===== src/rtl/vec_cache_rd_req_rob.sv =====
// West-edge read initiator with in-order reorder buffer for one vec_cache bank-row lane.
// Optional unexpected-response checker: define VEC_CACHE_ROB_ERR_CHK_EN.

package vec_cache_rob_pkg;
    parameter int TXN_W = 8;

    typedef struct packed {
        logic [TXN_W-1:0] txn_id;
        logic [2:0]       lane;
        logic [31:0]      addr;
    } arb_out_req_t;

    typedef struct packed {
        logic [TXN_W-1:0] txn_id;
        logic [63:0]      data;
    } data_pld_t;
endpackage

module vec_cache_rd_req_rob
    import vec_cache_rob_pkg::*;
#(
    parameter int DEPTH   = 16,
    parameter int LANE_ID = 0
) (
    input  logic                     clk,
    input  logic                     rst,
    input  logic                     req_vld,
    input  arb_out_req_t             req_pld,
    output logic                     req_rdy,
    output logic                     rd_cmd_vld,
    output arb_out_req_t             rd_cmd_pld,
    input  logic                     rsp_vld,
    input  data_pld_t                rsp_pld,
    output logic                     out_vld,
    output data_pld_t                out_pld,
    input  logic                     out_rdy,
    output logic [$clog2(DEPTH):0]   outstanding_cnt,
    output logic                     err_unexp
);

    localparam int IW = $clog2(DEPTH);
    localparam int PW = IW + 1;

    logic [PW-1:0]    wr_ptr_q, wr_ptr_d;
    logic [PW-1:0]    rd_ptr_q, rd_ptr_d;
    logic [DEPTH-1:0] filled_q, filled_d;
    data_pld_t        mem_q [DEPTH];
    arb_out_req_t     cmd_pld_q, cmd_pld_d;
    logic             cmd_vld_q, cmd_vld_d;

    logic [PW-1:0] cnt;
    logic          full;
    logic          alloc;
    logic          retire;
    logic          cap;
    logic          rsp_ok;
    logic [IW-1:0] wr_idx;
    logic [IW-1:0] rd_idx;
    logic [IW-1:0] rsp_idx;

    assign cnt     = wr_ptr_q - rd_ptr_q;
    assign full    = (cnt == PW'(DEPTH));
    assign req_rdy = !full;
    assign wr_idx  = wr_ptr_q[IW-1:0];
    assign rd_idx  = rd_ptr_q[IW-1:0];
    assign rsp_idx = rsp_pld.txn_id[IW-1:0];

    assign alloc   = req_vld && req_rdy;
    assign out_vld = filled_q[rd_idx];
    assign out_pld = mem_q[rd_idx];
    assign retire  = out_vld && out_rdy;
    assign cap     = rsp_vld && rsp_ok;

    assign rd_cmd_vld      = cmd_vld_q;
    assign rd_cmd_pld      = cmd_pld_q;
    assign outstanding_cnt = cnt;

`ifdef VEC_CACHE_ROB_ERR_CHK_EN
    logic [IW-1:0] rsp_off;
    logic          err_q, err_d;

    // Tag is live iff its distance from the head is below the occupancy.
    assign rsp_off   = rsp_idx - rd_idx;
    assign rsp_ok    = ({1'b0, rsp_off} < cnt) && !filled_q[rsp_idx];
    assign err_d     = rsp_vld && !rsp_ok;
    assign err_unexp = err_q;

    always_ff @(posedge clk or posedge rst) begin
        if (rst) begin
            err_q <= 1'b0;
        end else begin
            err_q <= err_d;
        end
    end
`else
    assign rsp_ok    = 1'b1;
    assign err_unexp = 1'b0;
`endif

    always_comb begin
        wr_ptr_d  = wr_ptr_q;
        rd_ptr_d  = rd_ptr_q;
        filled_d  = filled_q;
        cmd_pld_d = cmd_pld_q;
        cmd_vld_d = alloc;
        if (alloc) begin
            cmd_pld_d        = req_pld;
            cmd_pld_d.txn_id = TXN_W'(wr_idx);
            cmd_pld_d.lane   = 3'(LANE_ID);
            wr_ptr_d         = wr_ptr_q + PW'(1);
            filled_d[wr_idx] = 1'b0;
        end
        if (retire) begin
            filled_d[rd_idx] = 1'b0;
            rd_ptr_d         = rd_ptr_q + PW'(1);
        end
        // Capture last so a legal response always wins over stale clears.
        if (cap) begin
            filled_d[rsp_idx] = 1'b1;
        end
    end

    always_ff @(posedge clk or posedge rst) begin
        if (rst) begin
            wr_ptr_q  <= '0;
            rd_ptr_q  <= '0;
            filled_q  <= '0;
            cmd_pld_q <= '0;
            cmd_vld_q <= 1'b0;
        end else begin
            wr_ptr_q  <= wr_ptr_d;
            rd_ptr_q  <= rd_ptr_d;
            filled_q  <= filled_d;
            cmd_pld_q <= cmd_pld_d;
            cmd_vld_q <= cmd_vld_d;
        end
    end

    always_ff @(posedge clk or posedge rst) begin
        if (rst) begin
            for (int i = 0; i < DEPTH; i++) begin
                mem_q[i] <= '0;
            end
        end else if (cap) begin
            mem_q[rsp_idx] <= rsp_pld;
        end
    end

endmodule


===== config.mk =====
export PLATFORM = sky130hd
export DESIGN_NAME = vec_cache_rd_req_rob
export DESIGN_NICKNAME = d
export VERILOG_FILES = /design/src/rtl/vec_cache_rd_req_rob.sv
export SDC_FILE = /design/constraint.sdc
export NUM_CORES = 2
export LEC_CHECK = 0
export BUFFER_PORTS_ARGS = -buffer_cell sky130_fd_sc_hd__buf_4
export CAP_MARGIN = 20
export CELL_PAD_IN_SITES_DETAIL_PLACEMENT = 1
export CELL_PAD_IN_SITES_GLOBAL_PLACEMENT = 2
export CORE_MARGIN = 8
export CORE_UTILIZATION = 45
export DETAILED_ROUTE_END_ITERATION = 10
export PLACE_DENSITY = 0.86
export SKIP_CTS_REPAIR_TIMING = 1
export SLEW_MARGIN = 20
export SYNTH_ARGS = -nofsm -noshare
export SYNTH_HDL_FRONTEND = slang
export SYNTH_SLANG_ARGS = --single-unit

===== constraint.sdc =====
create_clock -name clk -period 103.4 [get_ports clk]
set_input_delay 5.17 -clock clk [delete_from_list [all_inputs] [get_ports clk]]
set_output_delay 5.17 -clock clk [all_outputs]
set_load 0.02 [all_outputs]

# Word level (Yosys, flattened, before mapping)
# Index checks and enable logic that the tools add are counted.
[classes]
n_addsub = 3
multipliers = 0
div = 0
n_lt_le_gt_ge = 9
eq_ne = 1
shift = 0
muxes = 17
n_bitwise = 7
reduce_logical = 7
[ops]
columns = ["op", "count"]
rows = [
  ["$bwmux W1152", 1],
  ["$bmux W72 S4", 1],
  ["$demux W72 S4", 1],
  ["$mux W72", 3],
  ["$mux W16", 3],
  ["$and A16 B16 Y16", 2],
  ["$not A16 Y16", 2],
  ["$or A16 B16 Y16", 1],
  ["$lt A4 B5 Y1 const B", 3],
  ["$demux W1 S4", 3],
  ["$ge A4 B1 Y1 const B", 3],
  ["$add A5 B1 Y5 const B", 2],
  ["$ge A5 B5 Y1 const B", 2],
  ["$not A4 Y5", 2],
  ["$logic_and A1 B1 Y1", 6],
  ["$eq A5 B5 Y1 const B", 1],
  ["$lt A5 B1 Y1 const B", 1],
  ["$sub A5 B5 Y5", 1],
  ["$bmux W1 S4", 1],
  ["$mux W1", 4],
  ["$logic_not A1 Y1", 1],
]
[totals]
ff_bits = 1215
latch_bits = 0
ramBits = 0
romBits = 0
input_bits = 120
mem_count = 0

# Logic depth before layout (Yosys ltp)
[depth]
depth_word = 11
ltp_mapped = 11
mapped_depth_nobuf = 9

# Least setup slack after synthesis
# No wires, ideal clock.
[synth_timing]
path_kind = "flip-flop to output port"
startpoint = "register rd_ptr_q[2]"
endpoint = "output req_rdy"
arrival_ns = 2.301
t_required_ns = 98.230
slack_ns = 95.929
path_stages_with_launch = 10
n_path_buf = 3
cell_sequence = "dfrtp_1 > buf_2 > clkinv_1 > buf_2 > buf_2 > ha_1 > nand2b_1 > a21oi_1 > xnor2_2 > nand3_1"
[synth_via]
elab_chain_cells = 3
[synth_lines]
columns = ["element", "line_no", "text"]
rows = [
  ["start, declared", "45", "logic [PW-1:0] rd_ptr_q, rd_ptr_d;"],
  ["start signal, assigned", "132", "rd_ptr_q <= rd_ptr_d;"],
  ["$sub A5 B5 Y5", "61", "assign cnt = wr_ptr_q - rd_ptr_q;"],
  ["named net outstanding_cnt[4]", "37", "output logic [$clog2(DEPTH):0] outstanding_cnt,"],
  ["$eq A5 B5 Y1", "62", "assign full = (cnt == PW'(DEPTH));"],
  ["$logic_not A1 Y1", "63", "assign req_rdy = !full;"],
  ["end, declared", "29", "output logic req_rdy,"],
]
# The timed path passes the listed nets, and every way through them passes these cells.

==> run metrics <==
Final ANT Viol Nets=0; Global Route Usage Sum=22.07%; routed len/inst=26.77 µm; Remaining DRCs=0; RSZ-0062 raised after global routing=no; area grow syn2layout=13.40%; crit path cell chain=buf_4, buf_4, mux4_2, mux4_2, buf_4; # fillers=11,432; Setup WS pre-CTS=93.88 ns; ys async rst share=100.0%; Setup TNS=0 ns; global route overflow=0; CP Launch Type=flip-flop; Initial Util=45.32%; input/output buffers=224; Final Critical Period=9.914 ns; post-synth top area cell=dfrtp_1; Seq cells post-synth=1,215; Setup crit end kind=output port; Min-Delay Startpoint=mem_q[138]; die height=363.4 µm; share of the synthesized area in the top cell type=56.00%; clock latency on the worst-skew pair=0.74 ns; Arrival @ worst endpoint=4.74 ns; Worst R2R Start=rd_ptr_q[1]; status=complete, no violations; leakage power=27.09 nW; post-synthesis sequential area ratio=56.00%; Post-synth EDFFs=0; Hold Fails Final Rpt=0; IO Pins=244; Final #Nets=3,772; reg2reg end=wr_ptr_q[1]; Die Area=132,000 µm²; TritonCTS clock tree=yes; synth unique cells=50; ys flop type=dfrtp_1; Ys Warns=0; H-tree depth=4; Period Utilization, post-route=9.588%; Worst Skew=0.03044 ns; worst slew pin tran=1.131 ns; CP most frequent cell=buf_4; CP max-delay cell=buf_4; worst-path fanout max=47; largest net degree at the start of global routing=174; Hold WC Path Type=flip-flop to flip-flop; Multi-input gate area=22,520 µm²; Avg Synthesized Cell Area=15.39 µm²; Die W=363.4 µm; Post-Route WL=143,500 µm; reg2reg setup slack=99.28 ns; Clk pin slew, worst setup/hold paths=0.06 ns; Slew Viols, Final=0; synthesized area=54,290 µm²; Worst Hold Path Cells=1; Final setup violation count=0; CP required=98.23 ns; Max clock buf depth=3; Final WS setup=93.49 ns; Num CTS Buffers=134; Design Power=1.740 mW; Via density=5.794; core region area=119,800 µm²; synth top area cells=dfrtp_1, mux2_2, mux4_2; num rows=127; DRT Pass-1 Iters=5; Post-Synthesis Cells=3,529; max_slew headroom=24.45%; DP Wirelength=78,230 µm; register area=30,420 µm²; CP peak stage delay=0.90 ns; maximum clock rate=0.1009 GHz; Hold Path Sink=mem_q[138]; root buffer cell=clkbuf_16; CTS Sinks=1,215; Final GP Congestion=0.7122; commonest non-fill, non-tap cell in the layout=dfrtp_1; vias in the first global route=34,758; pwr dens=28.26 nW/µm²; Setup CP Type=flip-flop to output port; max cap viols=0; initial antenna violation count=20; layout cells sized above 1=46.13%; first-pass GRT wire length=224,200 µm; R2R cell count=8; vias post-DR=31,055; peak supply drop=0.01815 mV; initial DRC count=1,984; most frequent cells in the layout=dfrtp_1, mux2_2, nand2_1, mux4_2, buf_4
[cells in the mapped netlist (all sizes together), types with 3 or more instances]
master,n
a21oi,9
a22oi,3
a2bb2oi,7
a31oi,7
and2,24
and3,3
buf,123
clkbuf,183
dfrtp,1215
ha,12
inv,13
mux2,989
mux2i,8
mux4,361
nand2,431
nand2b,22
nand3,13
nand4,7
nor2,20
nor2b,17
o21ai,14
or2,14
xnor2,4
xor2,7
[where the power goes]
group          internal, mW  total (mW)  switching [mW]  leakage (nW)
clock                 0.279       0.479           0.200          2.20
sequential            0.586       0.658          0.0714          14.9
combinational         0.316       0.604           0.288          9.97
[worst max path at each step]
| stage | start | endpoint | slack (ns) |
|---|---|---|---|
| floorplan | rst | filled_q[0] | 64.00 |
| global placement | rst | mem_q[104] | 93.88 |
| detailed placement | rst | mem_q[176] | 93.88 |
| CTS | rd_ptr_q[0] | out_pld[46] | 93.27 |
| global route | rd_ptr_q[0] | out_pld[46] | 93.12 |
| finish | rd_ptr_q[0] | out_pld[46] | 93.49 |
[cell families after synthesis]
family,share of synthesized area [%]
buffers and inverters,2.848
adders and majority gates,0.3134
other,0.006907
AOI/OAI and AO/OA,0.6522
DFF,56.00
xor gates and xnor gates,0.2051
muxes,35.63
and+or+nand+nor,4.342
[registers in the layout (all words and copies together) (netlist names)]
signal	flops
filled_q	16
wr_ptr_q	5
rd_cmd_pld	36
mem_q	1152
rd_ptr_q	5
rd_cmd_vld	1
[metrics by stage]
| step | cell area (µm²) | cells | util, % | hold WS, ns |
|---|---|---|---|---|
| detailed placement | 57110 | 5115 | 47.66 | 0.4477 |
| CTS | 61530 | 5349 | 51.35 | 0.4696 |
| finish | 61570 | 5360 | 51.39 | 0.4615 |
| global route | 61550 | 5354 | 51.38 | 0.4852 |
| floorplan | 54320 | 3536 | - | 0.4287 |
| global placement | 57110 | 5115 | 47.66 | 0.4446 |
[layer usage]
metal	global-route usage (%)	vias up	routed length, µm
met1	29.54	17126	61370
met2	36.72	633	71760
li1	-	13015	-
met3	4.145	267	6393
met5	0	-	92
met4	6.801	14	3866
[worst max-delay path, delay by kind of cell, from the launching register on]
kind                   cells  cell delay, ns
DFF                        1            0.84
buffers and inverters      3            1.93
muxes                      2            1.17
[layout make-up]
class | instances | area share (%)
Inverter | 14 | 0.1057
Clock buffer | 189 | 6.373
Sequential cell | 1215 | 49.40
Timing Repair Buffer | 273 | 3.416
Multi-Input combinational cell | 2001 | 36.58
Clock inverter | 45 | 0.8088
Antenna cell | 11 | 0.04471
Tap cell | 1612 | 3.276
No activity file was read; power rests on OpenSTA's default activity.
